<file path="src/rtl/riscv_pkg.sv">
// Shared types for the pipelined register-file/ALU datapath.
package riscv_pkg;

  typedef enum logic [3:0] {
    ALU_ADD  = 4'd0,
    ALU_SUB  = 4'd1,
    ALU_AND  = 4'd2,
    ALU_OR   = 4'd3,
    ALU_XOR  = 4'd4,
    ALU_SLL  = 4'd5,
    ALU_SRL  = 4'd6,
    ALU_SRA  = 4'd7,
    ALU_SLT  = 4'd8,
    ALU_SLTU = 4'd9
  } alu_op_t;

  typedef enum logic [1:0] {
    WB_ALU  = 2'b00,
    WB_MEM  = 2'b01,
    WB_PC4  = 2'b10,
    WB_ZERO = 2'b11
  } wb_sel_t;

  typedef enum logic [1:0] {
    FWD_RF = 2'd0,
    FWD_EX = 2'd1,
    FWD_WB = 2'd2
  } fwd_sel_t;

  // Width-independent part of every stage register; data fields depend on
  // module parameters and are wrapped around this in the datapath.
  typedef struct packed {
    logic    valid;
    logic    reg_write;
    wb_sel_t mem_to_reg;
  } stage_ctrl_t;

  function automatic logic is_load(input stage_ctrl_t c);
    return c.valid & (c.mem_to_reg == WB_MEM);
  endfunction

endpackage

</file>
<file path="src/rtl/pipelined_datapath_if.sv">
// Decoder-side and memory-side signals of the pipelined datapath.
interface pipelined_datapath_if
  import riscv_pkg::*;
#(
  parameter int unsigned XLEN     = 32,
  parameter int unsigned NUM_REGS = 32
);
  localparam int unsigned IDX_W = $clog2(NUM_REGS);

  logic             InValid;
  logic             InReady;
  logic             RegWrite;
  alu_op_t          ALUControl;
  logic             ALUSrc;
  logic [IDX_W-1:0] rs1;
  logic [IDX_W-1:0] rs2;
  logic [IDX_W-1:0] rd;
  logic [XLEN-1:0]  Imm;
  logic [XLEN-1:0]  PC;
  wb_sel_t          MemToReg;
  logic             Flush;
  logic [XLEN-1:0]  MemAddr;
  logic             MemRead;
  logic [XLEN-1:0]  ReadDataMem;
  logic             WbValid;
  logic [IDX_W-1:0] WbRd;
  logic [XLEN-1:0]  WriteBackData;

  modport master (
    output InValid, RegWrite, ALUControl, ALUSrc, rs1, rs2, rd, Imm, PC,
           MemToReg, Flush, ReadDataMem,
    input  InReady, MemAddr, MemRead, WbValid, WbRd, WriteBackData
  );

  modport slave (
    input  InValid, RegWrite, ALUControl, ALUSrc, rs1, rs2, rd, Imm, PC,
           MemToReg, Flush, ReadDataMem,
    output InReady, MemAddr, MemRead, WbValid, WbRd, WriteBackData
  );
endinterface

</file>
<file path="src/rtl/ALU.sv">
// Integer ALU; the zero flag is not needed by this datapath and is omitted.
module ALU
  import riscv_pkg::*;
#(
  parameter int unsigned XLEN = 32
) (
  input  logic [XLEN-1:0] a_i,
  input  logic [XLEN-1:0] b_i,
  input  alu_op_t         op_i,
  output logic [XLEN-1:0] result_o
);
  localparam int unsigned SHW = $clog2(XLEN);

  logic [SHW-1:0] shamt;
  assign shamt = b_i[SHW-1:0];

  // Operation select
  always_comb begin
    result_o = '0;
    unique case (op_i)
      ALU_ADD:  result_o = a_i + b_i;
      ALU_SUB:  result_o = a_i - b_i;
      ALU_AND:  result_o = a_i & b_i;
      ALU_OR:   result_o = a_i | b_i;
      ALU_XOR:  result_o = a_i ^ b_i;
      ALU_SLL:  result_o = a_i << shamt;
      ALU_SRL:  result_o = a_i >> shamt;
      ALU_SRA:  result_o = XLEN'($signed(a_i) >>> shamt);
      ALU_SLT:  result_o = XLEN'($signed(a_i) < $signed(b_i));
      ALU_SLTU: result_o = XLEN'(a_i < b_i);
      default:  result_o = '0;
    endcase
  end
endmodule

</file>
<file path="src/rtl/hazard_unit.sv">
// Combinational forwarding-select and stall decision for the operand-read stage.
module hazard_unit
  import riscv_pkg::*;
#(
  parameter int unsigned IDX_W  = 5,
  parameter bit          FWD_EN = 1'b1
) (
  input  logic [IDX_W-1:0] rs1_i,
  input  logic [IDX_W-1:0] rs2_i,
  input  logic             rs2_used_i,
  input  logic             ex_valid_i,
  input  logic             ex_reg_write_i,
  input  logic             ex_is_load_i,
  input  logic [IDX_W-1:0] ex_rd_i,
  input  logic             wb_valid_i,
  input  logic             wb_reg_write_i,
  input  logic [IDX_W-1:0] wb_rd_i,
  input  logic             flush_i,
  output fwd_sel_t         fwd_a_o,
  output fwd_sel_t         fwd_b_o,
  output logic             stall_o
);
  function automatic logic hit(input logic v, input logic rw,
                               input logic [IDX_W-1:0] rd,
                               input logic [IDX_W-1:0] src);
    return v & rw & (rd == src) & (rd != '0);
  endfunction

  logic a_ex, b_ex, a_wb, b_wb;

  // Per-source match against the EX and WB stages
  always_comb begin
    a_ex = hit(ex_valid_i, ex_reg_write_i, ex_rd_i, rs1_i);
    b_ex = hit(ex_valid_i, ex_reg_write_i, ex_rd_i, rs2_i) & rs2_used_i;
    a_wb = hit(wb_valid_i, wb_reg_write_i, wb_rd_i, rs1_i);
    b_wb = hit(wb_valid_i, wb_reg_write_i, wb_rd_i, rs2_i) & rs2_used_i;
  end

  // EX beats WB beats register file; without forwarding any match stalls
  always_comb begin
    fwd_a_o = FWD_RF;
    fwd_b_o = FWD_RF;
    if (FWD_EN) begin
      if (a_ex)      fwd_a_o = FWD_EX;
      else if (a_wb) fwd_a_o = FWD_WB;
      if (b_ex)      fwd_b_o = FWD_EX;
      else if (b_wb) fwd_b_o = FWD_WB;
    end
    stall_o = flush_i | (ex_is_load_i & (a_ex | b_ex))
            | (!FWD_EN & (a_ex | b_ex | a_wb | b_wb));
  end
endmodule

</file>
<file path="src/rtl/pipelined_datapath.sv">
// Three-stage operand-read / execute / writeback datapath with forwarding.
module pipelined_datapath
  import riscv_pkg::*;
#(
  parameter int unsigned XLEN     = 32,
  parameter int unsigned NUM_REGS = 32,
  parameter bit          FWD_EN   = 1'b1
) (
  input logic                  clk,
  input logic                  rst_n,
  pipelined_datapath_if.slave  bus
);
  localparam int unsigned IDX_W = $clog2(NUM_REGS);

  typedef struct packed {
    stage_ctrl_t      ctrl;
    logic [IDX_W-1:0] rd;
    alu_op_t          alu_op;
    logic [XLEN-1:0]  op_a;
    logic [XLEN-1:0]  op_b;
    logic [XLEN-1:0]  pc;
  } ex_stage_t;

  typedef struct packed {
    stage_ctrl_t      ctrl;
    logic [IDX_W-1:0] rd;
    logic [XLEN-1:0]  result;
    logic [XLEN-1:0]  pc4;
  } wb_stage_t;

  ex_stage_t       ex_q, ex_d;
  wb_stage_t       wb_q, wb_d;
  logic [XLEN-1:0] rf_q [NUM_REGS];
  logic [XLEN-1:0] alu_res, wb_data, rs1_val, rs2_val;
  fwd_sel_t        fwd_a, fwd_b;
  logic            stall;

  hazard_unit #(.IDX_W(IDX_W), .FWD_EN(FWD_EN)) u_hazard (
    .rs1_i          (bus.rs1),
    .rs2_i          (bus.rs2),
    .rs2_used_i     (~bus.ALUSrc),
    .ex_valid_i     (ex_q.ctrl.valid),
    .ex_reg_write_i (ex_q.ctrl.reg_write),
    .ex_is_load_i   (is_load(ex_q.ctrl)),
    .ex_rd_i        (ex_q.rd),
    .wb_valid_i     (wb_q.ctrl.valid),
    .wb_reg_write_i (wb_q.ctrl.reg_write),
    .wb_rd_i        (wb_q.rd),
    .flush_i        (bus.Flush),
    .fwd_a_o        (fwd_a),
    .fwd_b_o        (fwd_b),
    .stall_o        (stall)
  );

  ALU #(.XLEN(XLEN)) u_alu (
    .a_i      (ex_q.op_a),
    .b_i      (ex_q.op_b),
    .op_i     (ex_q.alu_op),
    .result_o (alu_res)
  );

  // Source operand read with forwarding
  always_comb begin
    rs1_val = rf_q[bus.rs1];
    rs2_val = rf_q[bus.rs2];
    unique case (fwd_a)
      FWD_EX:  rs1_val = alu_res;
      FWD_WB:  rs1_val = wb_data;
      default: ;
    endcase
    unique case (fwd_b)
      FWD_EX:  rs2_val = alu_res;
      FWD_WB:  rs2_val = wb_data;
      default: ;
    endcase
  end

  // Next EX and WB stage contents; a stall or flush leaves a bubble in EX
  always_comb begin
    ex_d.ctrl.valid      = bus.InValid & ~stall;
    ex_d.ctrl.reg_write  = bus.RegWrite;
    ex_d.ctrl.mem_to_reg = bus.MemToReg;
    ex_d.rd              = bus.rd;
    ex_d.alu_op          = bus.ALUControl;
    ex_d.op_a            = rs1_val;
    ex_d.op_b            = bus.ALUSrc ? bus.Imm : rs2_val;
    ex_d.pc              = bus.PC;

    wb_d.ctrl            = ex_q.ctrl;
    wb_d.ctrl.valid      = ex_q.ctrl.valid & ~bus.Flush;
    wb_d.rd              = ex_q.rd;
    wb_d.result          = alu_res;
    wb_d.pc4             = ex_q.pc + XLEN'(4);
  end

  // Writeback source select
  always_comb begin
    wb_data = '0;
    unique case (wb_q.ctrl.mem_to_reg)
      WB_ALU:  wb_data = wb_q.result;
      WB_MEM:  wb_data = bus.ReadDataMem;
      WB_PC4:  wb_data = wb_q.pc4;
      default: wb_data = '0;
    endcase
  end

  // Pipeline stage registers
  always_ff @(posedge clk or negedge rst_n) begin
    if (!rst_n) begin
      ex_q <= '0;
      wb_q <= '0;
    end else begin
      ex_q <= ex_d;
      wb_q <= wb_d;
    end
  end

  // Register file; x0 is never written and so always reads zero
  always_ff @(posedge clk or negedge rst_n) begin
    if (!rst_n) begin
      for (int unsigned i = 0; i < NUM_REGS; i++) rf_q[i] <= '0;
    end else if (wb_q.ctrl.valid && wb_q.ctrl.reg_write && (wb_q.rd != '0)) begin
      rf_q[wb_q.rd] <= wb_data;
    end
  end

  assign bus.InReady       = ~stall;
  assign bus.MemAddr       = alu_res;
  assign bus.MemRead       = is_load(ex_q.ctrl);
  assign bus.WbValid       = wb_q.ctrl.valid;
  assign bus.WbRd          = wb_q.rd;
  assign bus.WriteBackData = wb_data;
endmodule

</file>
<file path="src/flat_wrapper.sv">
// flat-port wrapper written by rule: the top's interface ports become plain ports
module pipelined_datapath_flat import riscv_pkg::*;
#(
  parameter int unsigned XLEN     = 32,
  parameter int unsigned NUM_REGS = 32,
  parameter bit          FWD_EN   = 1'b1
)
  (clk, rst_n, bus_InValid, bus_RegWrite, bus_ALUControl, bus_ALUSrc, bus_rs1, bus_rs2, bus_rd, bus_Imm, bus_PC, bus_MemToReg, bus_Flush, bus_ReadDataMem, bus_InReady, bus_MemAddr, bus_MemRead, bus_WbValid, bus_WbRd, bus_WriteBackData);
  pipelined_datapath_if #(.XLEN(XLEN), .NUM_REGS(NUM_REGS)) bus_i ();
  input logic clk;
  input logic rst_n;
  input wire logic [$bits(bus_i.InValid)-1:0] bus_InValid;
  input wire logic [$bits(bus_i.RegWrite)-1:0] bus_RegWrite;
  input wire logic [$bits(bus_i.ALUControl)-1:0] bus_ALUControl;
  input wire logic [$bits(bus_i.ALUSrc)-1:0] bus_ALUSrc;
  input wire logic [$bits(bus_i.rs1)-1:0] bus_rs1;
  input wire logic [$bits(bus_i.rs2)-1:0] bus_rs2;
  input wire logic [$bits(bus_i.rd)-1:0] bus_rd;
  input wire logic [$bits(bus_i.Imm)-1:0] bus_Imm;
  input wire logic [$bits(bus_i.PC)-1:0] bus_PC;
  input wire logic [$bits(bus_i.MemToReg)-1:0] bus_MemToReg;
  input wire logic [$bits(bus_i.Flush)-1:0] bus_Flush;
  input wire logic [$bits(bus_i.ReadDataMem)-1:0] bus_ReadDataMem;
  output wire logic [$bits(bus_i.InReady)-1:0] bus_InReady;
  output wire logic [$bits(bus_i.MemAddr)-1:0] bus_MemAddr;
  output wire logic [$bits(bus_i.MemRead)-1:0] bus_MemRead;
  output wire logic [$bits(bus_i.WbValid)-1:0] bus_WbValid;
  output wire logic [$bits(bus_i.WbRd)-1:0] bus_WbRd;
  output wire logic [$bits(bus_i.WriteBackData)-1:0] bus_WriteBackData;
  assign bus_i.InValid = bus_InValid;
  assign bus_i.RegWrite = bus_RegWrite;
  assign bus_i.ALUControl = bus_ALUControl;
  assign bus_i.ALUSrc = bus_ALUSrc;
  assign bus_i.rs1 = bus_rs1;
  assign bus_i.rs2 = bus_rs2;
  assign bus_i.rd = bus_rd;
  assign bus_i.Imm = bus_Imm;
  assign bus_i.PC = bus_PC;
  assign bus_i.MemToReg = bus_MemToReg;
  assign bus_i.Flush = bus_Flush;
  assign bus_i.ReadDataMem = bus_ReadDataMem;
  assign bus_InReady = bus_i.InReady;
  assign bus_MemAddr = bus_i.MemAddr;
  assign bus_MemRead = bus_i.MemRead;
  assign bus_WbValid = bus_i.WbValid;
  assign bus_WbRd = bus_i.WbRd;
  assign bus_WriteBackData = bus_i.WriteBackData;
  pipelined_datapath #(.XLEN(XLEN), .NUM_REGS(NUM_REGS), .FWD_EN(FWD_EN)) u_core (.clk(clk), .rst_n(rst_n), .bus(bus_i));
endmodule
</file>
<file path="config.mk">
export PLATFORM = sky130hd
export DESIGN_NAME = pipelined_datapath_flat
export DESIGN_NICKNAME = d
export VERILOG_FILES = /design/src/rtl/riscv_pkg.sv /design/src/rtl/pipelined_datapath_if.sv /design/src/rtl/ALU.sv /design/src/rtl/hazard_unit.sv /design/src/rtl/pipelined_datapath.sv /design/src/flat_wrapper.sv
export SDC_FILE = /design/constraint.sdc
export NUM_CORES = 2
export LEC_CHECK = 0
export CAP_MARGIN = 10
export CORE_ASPECT_RATIO = 0.6
export CORE_MARGIN = 4
export CORE_UTILIZATION = 55
export CTS_CLUSTER_DIAMETER = 40
export DETAILED_ROUTE_END_ITERATION = 8
export GPL_ROUTABILITY_DRIVEN = 0
export PLACE_DENSITY_LB_ADDON = 0.08
export SYNTH_ARGS = -nofsm -noshare
export SYNTH_HDL_FRONTEND = slang
export SYNTH_HIERARCHICAL = 1
export SYNTH_SLANG_ARGS = --single-unit
</file>
<file path="constraint.sdc">
create_clock -name clk -period 4.3 [get_ports clk]
set_input_delay 1.075 -clock clk [delete_from_list [all_inputs] [get_ports clk]]
set_output_delay 1.075 -clock clk [all_outputs]
set_load 0.01 [all_outputs]
</file>
Word-level counts from Yosys, hierarchy flattened --
Cells that the tools add are included. W data, S select, Z words.
Word-level totals: bits in registers 1206, bits of input ports 123, logic and storage cells 130
Cells by class: add/sub/neg operators 3, order comparisons 6, equality and inequality tests 20, shift operators 3, mux-type cells 18, bitwise operators 27, reductions and logical operators 7
Operators with widths (number):
- $bwmux W1024 | 1
- $bmux W32 S5 | 2
- $pmux W32 S10 | 1
- $mux W32 | 6
- $demux W32 S5 | 1
- $pmux W32 S2 | 2
- $pmux W32 S3 | 1
- $lt A32 B32 Y1 | 2
- $add A32 B3 Y32 const B | 1
- $add A32 B32 Y32 | 1
- $and A32 B32 Y32 | 1
- $or A32 B32 Y32 | 1
- $shl A32 B5 Y32 | 1
- $shr A32 B5 Y32 | 1
- $sshr A32 B5 Y32 | 1
- $sub A32 B32 Y32 | 1
- $xor A32 B32 Y32 | 1
- $eq A5 B5 Y1 | 4
- $ge A6 B6 Y1 const B | 3
- $not A5 Y6 | 3
- $and A1 B1 Y1 | 16
- $eq A4 B3 Y1 const B | 4
- $reduce_bool A5 Y1 | 2
- $eq A2 B1 Y1 const B | 4
- 11 further kinds | 23

Longest topological paths before layout --
word-level depth 9, gate-level depth with buffers 18

By module --
The synthesis kept the hierarchy.
Modules (own cells, without submodules):
- pipelined_datapath | times used 1, cells an instance 5367, area each 59542.1 um^2
- ALU | times used 1, cells an instance 1237, area each 8499.4 um^2
- hazard_unit | times used 1, cells an instance 40, area each 309.0 um^2

Worst setup path after synthesis --
OpenSTA, ideal clock, no wires.
path kind register to output, from register u_core/ex_q[34] (netlist bit), to output bus_MemAddr[25], arrival time 3.551 ns, setup slack -0.326 ns, cell stages (with the launch flop) 15, buffers on the path 3, path through dfrtp_1 inv_2 buf_1 clkbuf_1 ha_1 buf_4 nand2b_1 o311ai_1 a221o_1 a211o_1 a211oi_2 o211a_1 o32ai_1 xnor2_1 o21ai_1
Between the ends: longest elaborated chain between the ends 2
RTL lines:
- start: declaration | line pipelined_datapath.sv:31 | ex_stage_t ex_q, ex_d;
- start signal: assignment | line pipelined_datapath.sv:110 | ex_q <= '0;
- start signal: assignment | line pipelined_datapath.sv:113 | ex_q <= ex_d;
- $sub A32 B32 Y32, or another cell as far along | line ALU.sv:22 | ALU_SUB: result_o = a_i - b_i;
- $pmux W32 S10 * | line ALU.sv:20 | unique case (op_i)
- end: declaration | line flat_wrapper.sv:25 | output wire logic [$bits(bus_i.MemAddr)-1:0] bus_MemAddr;
Mark *: on every way between the ends. The rest lies on a longest branch, timed or not.

Worst setup path after layout --
from register u_core/ex_q[32] (netlist bit), to output bus_MemAddr[30]
Same word-level chain as after synthesis.

==> flow_summary.toml <==
[run_status]
status = "finished with violations"
violations = "design-rule violations, negative setup slack"

[floorplanning]
dieArea_sq_um = 130000
top_level_ports = 195
start_util = 0.558
die_w_um = 463
coreArea_sq_um = 123000
die_h_um = 281
rows = 99

[sta]
tns_ns = -21.71
max_slew_margin = 0.111
hold_viol_final = 0
tightest_slew_ns = 1.33
clock.fmax_mhz = 189
finalSetupViolCount = 35
period_share = 1.23
min_period_ns = 5.28
rsz0062_at_grt = "true"
post-route-worst-setup-slack_ns = -0.979
skew_ns = 0.0496
slew_viol_final = 0

[clock_tree]
cts_buffers = 132
worstSkewPairLatency_ns = 0.79
clockBufferDepth = 3
ctsHoldBuffers = 0
clk_pin_slew_ns = 0.07
root_buffer = "clkbuf_16"
htree_levels = 4
cts.sinks = 1206
cts_tree = "yes"

[synth]
synth_edf_count = 0
synth_seq_cells = 1206
syn_area_sq_um = 68400
ys_warn_count = 6
yosysTopAreaCellShare = 0.442
seq_area_frac_synth = 0.442
avgSynthCellArea_sq_um = 10.3
postSynthCellCount = 6644
synthTopCellsByArea = "dfrtp_1, mux4_2, a21oi_1"
synth_top_area_cell = "dfrtp_1"
synth_nets = 6872
ys_types = 99
synthArstFlopShare = 1.00
synth_ff_type = "dfrtp_1"

[drt]
routedWlPerCell_um = 31.1
via_per_inst = 6.91
vias = 60600
drtPass1Iterations = 9
ant_nets = 0
drtIter0Drc = 9817
routed_wl_um = 273000
drc = 8

[placement]
hpwl_um = 183000
dp_cells = 8441
portBuffers = 194

[critical_path]
required_ns = 3.22
crit_chain = "ha_4 > inv_2 > fa_2 > and2b_2 > o2111ai_2 > a21o_1 > a21oi_2 > buf_6 > a21oi_2 > buf_6 > o21a_1 > or4_1 > o211ai_1 > a311o_1 > buf_2"
path_max_fanout = 4
cp-end-kind = "output pin"
r2r_end = "u_core/ex_q[73]$_DFF_PN0_"
worst_ep_arrival_time_ns = 4.20
max_stage_delay_ns = 0.45
critPathKind = "reg2out"
r2r_slack_ns = -0.05
worstReg2RegStart = "u_core/ex_q[32]$_DFF_PN0_"
crit_path_start_kind = "flip-flop"
cp_slowest_cell = "dfrtp_4"
r2r_cells = 19

[global_route]
grt_pass1_vias = 57900
grt_usage = 0.412
grt_max_degree = 131
grt_pass1_wl_um = 395000
overflow = 0
antenna_found_initial = 11

[finish]
final_common_cell = "dfrtp_1"
layout_common_cells = "dfrtp_1, nor2_1, a21oi_1"
nets = 7263
drive_gt1_frac = 0.253
layout.cells.non_filler = 8764
syn_to_final_growth_pct = 20.4

[power]
peakVddDrop_mv = 0.403
finalPower_mw = 32.5
p_leak_nw = 32.4
powerDensity_nw_per_um2 = 395

[worst_hold_path]
hold_class = "in2async"

[flow_run]
cap_viol_max_count = 0
-- flip-flops by register name, indices dropped and copies added, names as in the netlist --
signal / flops
u_core/bus.WbRd: 5
u_core/ex_q: 109
u_core/bus.WbValid: 1
u_core/rf_q: 1024
u_core/wb_q: 67
-- report_power, final --
part	switching, mW	internal, mW
Clock	5.23	7.40
Combinational	4.02	3.01
Sequential	0.673	12.1
-- per-stage QoR --
step                      area, sq um  hold WS [ns]   util  setup slack, ns
after detailed placement        75300         0.335  0.615           -0.875
after CTS                       81600         0.222  0.666           -0.977
after global routing            82300         0.224  0.672            -1.02
after floorplan                 68400         0.331      -           0.0178
final                           82300         0.196  0.672           -0.979
after global placement          75300         0.338  0.615           -0.723
-- cell usage after synthesis, drive strengths merged (10+ instances only) --
master,n
o221ai,41
a22oi,98
o211ai,27
a21oi,952
o21ai,388
o2111ai,11
a221o,38
nand3,40
ha,103
mux4,420
and3,13
a22o,18
a21o,17
mux2i,340
clkbuf,463
nor2,990
buf,196
a221oi,45
a311oi,17
o21bai,10
xnor2,46
dfrtp,1206
o22ai,132
nand4,11
nand2b,15
nand2,339
o21a,42
a31oi,13
and2,15
nor2b,54
mux2,79
a211oi,68
inv,139
nor3,94
xor2,23
nor4,32
-- how the worst max path moves through the flow --
stage,start,endpoint,slack [ns],depth (start not counted)
floorplan,u_core/ex_q[33]$_DFF_PN0_,bus_MemAddr[30],0.02,13
global placement,u_core/ex_q[64]$_DFF_PN0_,u_core/ex_q[32]$_DFF_PN0_,-0.72,18
detailed placement,u_core/ex_q[64]$_DFF_PN0_,u_core/ex_q[32]$_DFF_PN0_,-0.88,18
CTS,u_core/ex_q[32]$_DFF_PN0_,bus_MemAddr[30],-0.98,15
global route,u_core/ex_q[32]$_DFF_PN0_,bus_MemAddr[30],-1.02,14
finish,u_core/ex_q[32]$_DFF_PN0_,bus_MemAddr[30],-0.98,15
-- layer usage --
metal  vias up  track usage  wire, um
met3       796        0.168     42000
met1     30100        0.592    108000
met5         -      0.00649       174
met4        10        0.196     15600
li1      25100            -         -
met2      4664        0.538    106000
-- kinds of logic after synthesis --
group                      share of synthesized area
DFF                                            0.442
AOI/OAI and AO/OA                              0.173
and+or+nand+nor                                0.103
xor gates and xnor gates                     0.00884
buffers and inverters                         0.0523
muxes                                          0.201
adders and majority gates                     0.0194
-- critical path, delay by kind of cell (launching register included) --
family | cells | cell delay [ns]
AOI/OAI and AO/OA | 7 | 1.25
adders and majority gates | 2 | 0.52
buffers and inverters | 4 | 0.54
DFF | 1 | 0.45
and+or+nand+nor | 2 | 0.65
-- layout make-up --
class | count | area [sq um]
antenna | 4 | 10.0
clock inverter | 83 | 1230
multi-input combinational | 4638 | 36200
inverter | 141 | 536
fill | 9357 | 40200
timing repair buffer | 916 | 8520
tap | 1616 | 2020
clock buffer | 160 | 3610
sequential | 1206 | 30200
-- what timing repair did --
item,4_1_cts,5_1_grt
setup endpoints to repair,39,46
pin swaps,91,89
resized for setup,376,118
setup buffers,53,42
gates cloned,5,0
(Power assumes the default switching activity.)
